==> src/rtl/pu_send_engine_if.sv <==
// pu_send_engine_if: SEND command, data-memory read port and inter-PU link bundle.
`timescale 1ns/1ps
interface pu_send_engine_if #(
    parameter int DW = 16
);
    logic          send;
    logic [DW-1:0] addr;
    logic [DW-1:0] size;
    logic [3:0]    port;
    logic          stall;
    logic          dm_re;
    logic [DW-1:0] dm_ad;
    logic [DW-1:0] dm_rd;
    logic          tx_valid;
    logic          tx_ready;
    logic [DW-1:0] tx_data;
    logic [3:0]    tx_port;
    logic          tx_last;
    logic          done;
    logic          err;
    modport master (
        input  send, addr, size, port, dm_rd, tx_ready,
        output stall, dm_re, dm_ad, tx_valid, tx_data, tx_port, tx_last, done, err
    );
    modport slave (
        output send, addr, size, port, dm_rd, tx_ready,
        input  stall, dm_re, dm_ad, tx_valid, tx_data, tx_port, tx_last, done, err
    );
endinterface

==> src/rtl/pu_send_engine.sv <==
// pu_send_engine: streams data-memory words for a SEND instruction onto the link,
// stalling the PC until the last word is accepted.
`timescale 1ns/1ps
module pu_send_engine #(
    parameter int DW    = 16,
    parameter int PORTS = 4
) (
    input logic             clk,
    input logic             rst,
    pu_send_engine_if.master bus
);
    typedef enum logic [2:0] {IDLE, FETCH, LOAD, XMIT, DONE} state_t;
    state_t        state_q;
    logic [DW-1:0] ptr_q, rem_q, tx_data_q;
    logic [3:0]    tx_port_q;
    logic          dm_re_q, tx_valid_q, tx_last_q, done_q, err_q;
    logic          legal, accept, reject;
    assign legal  = {1'b0, bus.port} < 5'(PORTS);
    assign accept = state_q == IDLE && bus.send && |bus.size && legal;
    assign reject = state_q == IDLE && bus.send && !legal;
    assign bus.stall    = accept || state_q inside {FETCH, LOAD, XMIT};
    assign bus.dm_re    = dm_re_q;
    // ptr_q always holds the address of the word being fetched
    assign bus.dm_ad    = ptr_q;
    assign bus.tx_valid = tx_valid_q;
    assign bus.tx_data  = tx_data_q;
    assign bus.tx_port  = tx_port_q;
    assign bus.tx_last  = tx_last_q;
    assign bus.done     = done_q;
    assign bus.err      = err_q;
    always_ff @(posedge clk or posedge rst) begin
        if (rst) begin
            state_q    <= IDLE;
            ptr_q      <= '0;
            rem_q      <= '0;
            tx_data_q  <= '0;
            tx_port_q  <= '0;
            dm_re_q    <= 1'b0;
            tx_valid_q <= 1'b0;
            tx_last_q  <= 1'b0;
            done_q     <= 1'b0;
            err_q      <= 1'b0;
        end else begin
            dm_re_q <= 1'b0;
            done_q  <= 1'b0;
            err_q   <= reject;
            case (state_q)
                IDLE: if (accept) begin
                    ptr_q     <= bus.addr;
                    rem_q     <= bus.size;
                    tx_port_q <= bus.port;
                    dm_re_q   <= 1'b1;
                    state_q   <= FETCH;
                end
                FETCH: state_q <= LOAD;
                LOAD: begin
                    tx_data_q  <= bus.dm_rd;
                    tx_valid_q <= 1'b1;
                    tx_last_q  <= rem_q == DW'(1);
                    state_q    <= XMIT;
                end
                XMIT: if (bus.tx_ready) begin
                    tx_valid_q <= 1'b0;
                    tx_last_q  <= 1'b0;
                    if (rem_q == DW'(1)) begin
                        done_q  <= 1'b1;
                        state_q <= DONE;
                    end else begin
                        ptr_q   <= ptr_q + DW'(1);
                        rem_q   <= rem_q - DW'(1);
                        dm_re_q <= 1'b1;
                        state_q <= FETCH;
                    end
                end
                // DONE lasts one cycle; send is not sampled there
                default: state_q <= IDLE;
            endcase
        end
    end
endmodule

==> src/flat_wrapper.sv <==
// flat-port wrapper written by rule: the top's interface ports become plain ports
module pu_send_engine_flat 
#(
    parameter int DW    = 16,
    parameter int PORTS = 4
)
  (clk, rst, bus_send, bus_addr, bus_size, bus_port, bus_dm_rd, bus_tx_ready, bus_stall, bus_dm_re, bus_dm_ad, bus_tx_valid, bus_tx_data, bus_tx_port, bus_tx_last, bus_done, bus_err);
  pu_send_engine_if #(.DW(DW)) bus_i ();
  input logic clk;
  input logic rst;
  input wire logic [$bits(bus_i.send)-1:0] bus_send;
  input wire logic [$bits(bus_i.addr)-1:0] bus_addr;
  input wire logic [$bits(bus_i.size)-1:0] bus_size;
  input wire logic [$bits(bus_i.port)-1:0] bus_port;
  input wire logic [$bits(bus_i.dm_rd)-1:0] bus_dm_rd;
  input wire logic [$bits(bus_i.tx_ready)-1:0] bus_tx_ready;
  output wire logic [$bits(bus_i.stall)-1:0] bus_stall;
  output wire logic [$bits(bus_i.dm_re)-1:0] bus_dm_re;
  output wire logic [$bits(bus_i.dm_ad)-1:0] bus_dm_ad;
  output wire logic [$bits(bus_i.tx_valid)-1:0] bus_tx_valid;
  output wire logic [$bits(bus_i.tx_data)-1:0] bus_tx_data;
  output wire logic [$bits(bus_i.tx_port)-1:0] bus_tx_port;
  output wire logic [$bits(bus_i.tx_last)-1:0] bus_tx_last;
  output wire logic [$bits(bus_i.done)-1:0] bus_done;
  output wire logic [$bits(bus_i.err)-1:0] bus_err;
  assign bus_i.send = bus_send;
  assign bus_i.addr = bus_addr;
  assign bus_i.size = bus_size;
  assign bus_i.port = bus_port;
  assign bus_i.dm_rd = bus_dm_rd;
  assign bus_i.tx_ready = bus_tx_ready;
  assign bus_stall = bus_i.stall;
  assign bus_dm_re = bus_i.dm_re;
  assign bus_dm_ad = bus_i.dm_ad;
  assign bus_tx_valid = bus_i.tx_valid;
  assign bus_tx_data = bus_i.tx_data;
  assign bus_tx_port = bus_i.tx_port;
  assign bus_tx_last = bus_i.tx_last;
  assign bus_done = bus_i.done;
  assign bus_err = bus_i.err;
  pu_send_engine #(.DW(DW), .PORTS(PORTS)) u_core (.clk(clk), .rst(rst), .bus(bus_i));
endmodule
==> config.mk <==
export PLATFORM = sky130hd
export DESIGN_NAME = pu_send_engine_flat
export DESIGN_NICKNAME = d
export VERILOG_FILES = /design/src/rtl/pu_send_engine_if.sv /design/src/rtl/pu_send_engine.sv /design/src/flat_wrapper.sv
export SDC_FILE = /design/constraint.sdc
export NUM_CORES = 1
export LEC_CHECK = 0
export ABC_AREA = 1
export CAP_MARGIN = 30
export CORE_ASPECT_RATIO = 0.8
export CORE_MARGIN = 2
export CORE_UTILIZATION = 55
export CTS_BUF_LIST = sky130_fd_sc_hd__clkbuf_2
export DETAILED_ROUTE_END_ITERATION = 7
export DONT_BUFFER_PORTS = 1
export GPL_TIMING_DRIVEN = 0
export PLACE_DENSITY = 0.71
export SLEW_MARGIN = 40
export SYNTH_ARGS = -nofsm -noshare
export SYNTH_HDL_FRONTEND = slang
export SYNTH_SLANG_ARGS = --single-unit
==> constraint.sdc <==
create_clock -name clk -period 2.2 [get_ports clk]
set_input_delay 0.11 -clock clk [delete_from_list [all_inputs] [get_ports clk]]
set_output_delay 0.11 -clock clk [all_outputs]
set_load 0.1 [all_outputs]
# [Word-level counts from Yosys, hierarchy flattened]
# Index checks and enable logic that the tools add are counted.
[totals] register_bits=60 latchBits=0 mem_bits_rw=0 romBits=0 input_bits=56 output_inout_bits=42 wordCells=57 n_memories=0
[classes] n_addsub=2 n_mul=0 div_mod_pow=0 n_lt_le_gt_ge=1 n_eq_ne=7 shift=0 mux=22 bitwise=0 reduce_logical=15
[op_table] cell="$mux 16" n=6
[op_table] cell="$pmux 16 s2" n=2
[op_table] cell="$add 16x1->16 const B" n=1
[op_table] cell="$eq 16x1->1 const B" n=1
[op_table] cell="$reduce_or 16->1" n=1
[op_table] cell="$sub 16x1->16 const B" n=1
[op_table] cell="$pmux 3 s4" n=1
[op_table] cell="$mux 3" n=3
[op_table] cell="$mux 1" n=7
[op_table] cell="$eq 3x2->1 const B" n=2
[op_table] cell="$pmux 1 s2" n=3
[op_table] cell="$reduce_and 2->1" n=3
[op_table] cell="$logic_and 1x1->1" n=4
[op_table] cell="$lt 4x3->1 const B" n=1
[op_table] cell="$ne 2x2->1 const B" n=2
[op_table] cell="$reduce_and 4->1" n=1
[op_table] cell="$reduce_bool 2->1" n=2
[op_table] cell="$eq 3x1->1 const B" n=1
[op_table] cell="$logic_not 3->1" n=1
[op_table] cell="$reduce_bool 3->1" n=1
[op_table] cell="$ne 2x1->1 const B" n=1
[op_table] cell="$logic_not 1->1" n=1
[op_table] cell="$logic_or 1x1->1" n=1

# [Logic depth before layout (Yosys ltp)]
[logic_depth] word_depth=6 depth_mapped=12 ltp_nobuf=11

# [Worst setup path after synthesis]
# OpenSTA, ideal clock, no wires.
[synth_path] path_type="reg2out" startpoint="reg u_core.state_q[1]" endpoint="out bus_stall" arrival_ps=2599 t_required_ps=2090 path_slack_ps=-509 path_stages_with_launch=3 path_buffers=0 cell_sequence="dfrtp_1 nor2_2 o21ai_0"
[synth_between] elab_chain_cells=5 elab_cells_between_ends=9 classes_between="eq/ne: 3; reduce/logical: 6"
[synth_rtl] element="start, declared" line_no="pu_send_engine.sv:13" source="state_t state_q;"
[synth_rtl] element="start signal, assigned" line_no="pu_send_engine.sv:33" source="state_q <= IDLE;"
[synth_rtl] element="start signal, assigned" line_no="pu_send_engine.sv:53" source="state_q <= FETCH;"
[synth_rtl] element="start signal, assigned" line_no="pu_send_engine.sv:55" source="FETCH: state_q <= LOAD;"
[synth_rtl] element="$logic_not 3->1" line_no="pu_send_engine.sv:19" source="assign accept = state_q == IDLE && bus.send && |bus.size && legal;"
[synth_rtl] element="$logic_and 1x1->1 (3 in series)" line_no="pu_send_engine.sv:19"
[synth_rtl] element="$logic_or 1x1->1 *" line_no="pu_send_engine.sv:21" source="assign bus.stall = accept || state_q inside {FETCH, LOAD, XMIT};"
[synth_rtl] element="end, declared" line_no="flat_wrapper.sv:17" source="output wire logic [$bits(bus_i.stall)-1:0] bus_stall;"
# Mark *: on every way between the ends. The rest lies on a longest branch, timed or not.

# [Worst setup path after layout]
[layout_path] startpoint="reg u_core.ptr_q[8], in the netlist u_core.bus.dm_ad[8]" endpoint="reg u_core.ptr_q[15], in the netlist u_core.bus.dm_ad[15]"
[layout_between] elab_chain_cells=4
[layout_rtl] element="start, declared" line_no="pu_send_engine.sv:14" source="logic [DW-1:0] ptr_q, rem_q, tx_data_q;"
[layout_rtl] element="start signal, assigned" line_no="pu_send_engine.sv:49" source="ptr_q <= bus.addr;"
[layout_rtl] element="start signal, assigned" line_no="pu_send_engine.sv:69" source="ptr_q <= ptr_q + DW'(1);"
[layout_rtl] element="$add 16x1->16" line_no="pu_send_engine.sv:69"
[layout_rtl] element="$mux 16" line_no="pu_send_engine.sv:65" source="if (rem_q == DW'(1)) begin"
[layout_rtl] element="$mux 16" line_no="pu_send_engine.sv:62" source="XMIT: if (bus.tx_ready) begin"
[layout_rtl] element="$pmux 16 s2" line_no="pu_send_engine.sv:47" source="case (state_q)"
# Every way passes these cells. The select of a mux whose other input is x is not followed.
# A chain may end at the register's enable or synchronous reset.

==> out/summary.md <==
Detailed routing inserted a total of 3419 vias. The worst setup path is captured at a flip-flop. The synthesized-area fraction occupied by and/or/nand/nor cells is 37.4%, and the post-synthesis mux area share is 5.10%. The repair_antennas step left the layout with diodes totalling 0. The logs give 0 for the number of max-slew violations in the final report and 6310 µm² for the placeable core area. The net count of the finished layout is 612.

Global routing used 9.89% of the available met3 tracks. The transition time of the tightest slew-check pin works out to 0.884 ns. The final critical path takes up 90.2% of the cycle.

After the first detailed-routing iteration, the DRC count stood at 194. The tools report the number of standard-cell rows in the floorplan as 26. The H-tree generated during clock tree synthesis spans 3 levels.

Clock-pin slew was measured on the worst setup and hold paths at 0.22 ns. During I/O placement, the number of pins put on the boundary was 98. In this run the worst path has a maximum fanout of 5. The synthesized design contains 60 register bits.

At the end of routability-driven placement, the weighted congestion stood at 0.874. Data arrival time of the worst path: 2.45 ns. The root buffer cell chosen for the clock tree is sky130_fd_sc_hd__clkbuf_2. Static timing analysis puts the maximum clock frequency at 0.504 GHz. Before CTS, the worst setup slack after placement is 0.292 ns. Kind of start point of the critical path: a flip-flop.

The adder and majority gate portion of the synthesized area works out to 1.06%. The run gives 0.0350 ns as the final setup skew. The mean cell area of the mapped netlist works out to 7.31 µm². The Yosys step of the flow raised 0 warnings.

The tools report the number of maximum-capacitance violations as 0. The largest individual stage delay along the critical path comes from the cell sky130_fd_sc_hd__dfrtp_2. The netlist uses 31 different library cells. Counting the buffers created by CTS gives 9.

The layer with the highest usage after global routing was met2. The fraction of met1 tracks used by global routing is 32.0%. Global routing consumed, on the met2 layer, 47.8% of the routing resources.

Synthesis handed over a netlist of 483 instances. The wire length of the first global-routing pass came out at 14900 µm. XOR/XNOR share of the synthesized area: 0.248%. The signal on the critical path passes through nand2_1, nor2_1, inv_1, nor3_1, nand2_1, nand2_1, nand2_1, nand2_1.

The detail route stage leaves a number of antenna-violating nets equal to 0. The logs give 0 for the initial antenna violation count and 5 for the number of iterations in the first detailed-routing pass. The count of port buffers added during placement was 0.

The min-delay analysis places its worst path in the category primary input to flip-flop. Most common library cell in the layout ignoring fill and taps: sky130_fd_sc_hd__nand2_1. Counting flops with an async set or reset pin after synthesis yields a share of 100%.

For the DRC violations left, the log shows 0. The via count of the first global-routing pass was 3221; the die area was 7080 µm². The flow ran to the end, and the final reports show no timing, DRC or antenna violations. The layout overhead on the synthesized area was 25.8%; the insertion delay of the later-clocked pin in the worst-skew pair was 0.54 ns. Final worst slack: 0.215 ns. Counting every sink on the clock net gives 60.

The die is 93.6 µm wide. The number of nets produced by synthesis was 542; the total count of hold-check failures in the final report was 0. In the routed layout, each cell is associated on average with a via count of 5.33.

The worst path in the final design needs a cycle of 1.98 ns, including I/O delays and setup. The synthesized netlist occupies a cell area of 3530 µm². The overall routed net length was 9530 µm.

Cells with a size suffix above 1 make up 20.1% of the layout. The cell that appears most often on the critical path is sky130_fd_sc_hd__nand2_1. For the starting density of the core, the log shows 55.9%. The vertical extent of the die is 75.7 µm, and the number of buffer and inverter stages on the critical path is 1.

Summed over all layers, the global routing overflow is 0. Measured against its own limit, the worst slew margin works out to 41.0%. For this run, the leading register cell type out of synthesis is sky130_fd_sc_hd__dfrtp_1. The longest clock path from root to sink contains 2 buffers.

By area, the combinational part of the netlist is dominated by simple AND/OR/NAND/NOR gates. Entering global routing, the biggest net connects 38 pins. In this design, the largest share of critical-path delay is due to simple AND/OR/NAND/NOR gates.

Setup repair after global routing left no endpoint under its margin. Global routing used 27.4% of the available tracks across all layers. Yosys mapped a number of flops with a built-in enable equal to 0.

For this run, the register share of the synthesized area comes to 42.5%. Critical path's largest stage delay: 0.77 ns. Setup violations remaining at the end of the flow were counted as 0. TritonCTS built the clock tree. The complex-gate fraction of the synthesized area is 6.42%. On the final layout, the worst hold slack is 0.0621 ns. In the layout the commonest cells are sky130_fd_sc_hd__nand2_1, sky130_fd_sc_hd__dlygate4sd3_1, sky130_fd_sc_hd__nand3_1, sky130_fd_sc_hd__nor2_1, sky130_fd_sc_hd__inv_1.

The class of the most critical setup path is flip-flop to flip-flop. The average wire length per cell after detail routing is 14.8 µm. Detailed placement ended at an HPWL of 6260 µm.

For the worst setup path, the data required time is 2.67 ns.
worst paths after layout:
check	startpoint	endpoint	slack, ns	cells past startpoint
max	u_core.bus.dm_ad[8]	u_core.bus.dm_ad[15]	0.22	8
min	bus_port[3]	u_core.bus.tx_port[3]	0.06	6
max reg2reg	u_core.bus.dm_ad[8]	u_core.bus.dm_ad[15]	0.22	8
min reg2reg	u_core.rem_q[14]	u_core.rem_q[14]	0.53	2
max in group asynchronous	rst	u_core.bus.dm_ad[0]	1.04	4
min in group asynchronous	rst	u_core.rem_q[3]	0.49	3
what timing repair did:
item,4_1_cts,5_1_grt
hold buffers,58,0
gates resized for setup,0,1
setup buffers,0,0
hold endpoints to repair,116,0
setup endpoints to repair,0,1
cells in the mapped netlist (2+ instances only):
cell type | number | share of area, %
sky130_fd_sc_hd__buf_2 | 4 | 0.57
sky130_fd_sc_hd__o21ai_1 | 13 | 1.8
sky130_fd_sc_hd__nand2_4 | 2 | 0.64
sky130_fd_sc_hd__o21ai_0 | 18 | 2.6
sky130_fd_sc_hd__inv_2 | 2 | 0.21
sky130_fd_sc_hd__mux2_2 | 16 | 5.1
sky130_fd_sc_hd__nor2_2 | 8 | 1.4
sky130_fd_sc_hd__buf_4 | 4 | 0.85
sky130_fd_sc_hd__nor3_1 | 4 | 0.57
sky130_fd_sc_hd__or2_2 | 8 | 1.4
sky130_fd_sc_hd__inv_1 | 39 | 4.1
sky130_fd_sc_hd__clkbuf_1 | 3 | 0.32
sky130_fd_sc_hd__ha_1 | 3 | 1.1
sky130_fd_sc_hd__a21oi_1 | 6 | 0.85
sky130_fd_sc_hd__nand2_1 | 180 | 19
sky130_fd_sc_hd__nand4_1 | 6 | 1.1
sky130_fd_sc_hd__buf_6 | 3 | 0.96
sky130_fd_sc_hd__nor2_1 | 45 | 4.8
sky130_fd_sc_hd__nand3_1 | 45 | 6.4
sky130_fd_sc_hd__nand2_2 | 2 | 0.35
sky130_fd_sc_hd__o21ai_2 | 3 | 0.74
sky130_fd_sc_hd__dfrtp_1 | 60 | 43
layout make-up:
type,count,area (µm²)
Clock buffer,9,45.0
Fill cell,509,1870
Inverter,42,163
Tap cell,84,105
Timing Repair Buffer,59,596
Clock inverter,7,98.8
Sequential cell,60,1550
Multi-Input combinational cell,367,1790
Buffer,14,95.1
sequential cells by signal, indices dropped and copies added, names as in the netlist:
register and cells:
u_core.bus.dm_re 1, u_core.bus.tx_last 1, u_core.bus.done 1, u_core.bus.tx_data 16
u_core.bus.tx_valid 1, u_core.state_q 3, u_core.rem_q 16, u_core.bus.err 1
u_core.bus.tx_port 4, u_core.bus.dm_ad 16
metal layers:
metal	share of wire (%)	vias to the layer above
met2	48	152
met5	0	-
li1	-	1690
met1	40	1559
met3	10	18
met4	1.6	0
tightest hold or removal path: stages:
cell and delay [ns]:
sky130_fd_sc_hd__inv_1 0.03, sky130_fd_sc_hd__nand2_1 0.07, sky130_fd_sc_hd__nor2_2 0.05, sky130_fd_sc_hd__nand2_4 0.12
sky130_fd_sc_hd__inv_1 0.09, sky130_fd_sc_hd__nor2_1 0.08
through the flow:
| stage | utilization (%) | instances | setup TNS [ns] | area (µm²) |
|---|---|---|---|---|
| 3_3_place_gp | 57.6 | 567 | -6.40 | 3630 |
| 3_5_place_dp | 58.5 | 568 | 0 | 3690 |
| 5_1_grt | 70.3 | 642 | 0 | 4440 |
| 4_1_cts | 70.0 | 642 | 0 | 4420 |
| 2_1_floorplan | - | 483 | 0 | 3530 |
| 6_report | 70.3 | 642 | 0 | 4440 |
cell families (layout without fill, tap and decap cells):
| family | Yosys count | after routing |
|---|---|---|
| AND/OR/NAND/NOR | 305 | 305 |
| buffers and inverters | 56 | 131 |
| multiplexers | 16 | 16 |
| flip-flops | 60 | 60 |
| adder cells (fa/ha/maj) | 3 | 3 |
| XOR/XNOR | 1 | 1 |
| AO/OA/AOI/OAI | 42 | 42 |
Power is left out: the tool's default activity adds up to more than one toggle a clock period on the data nets, which glitch-free logic cannot reach.
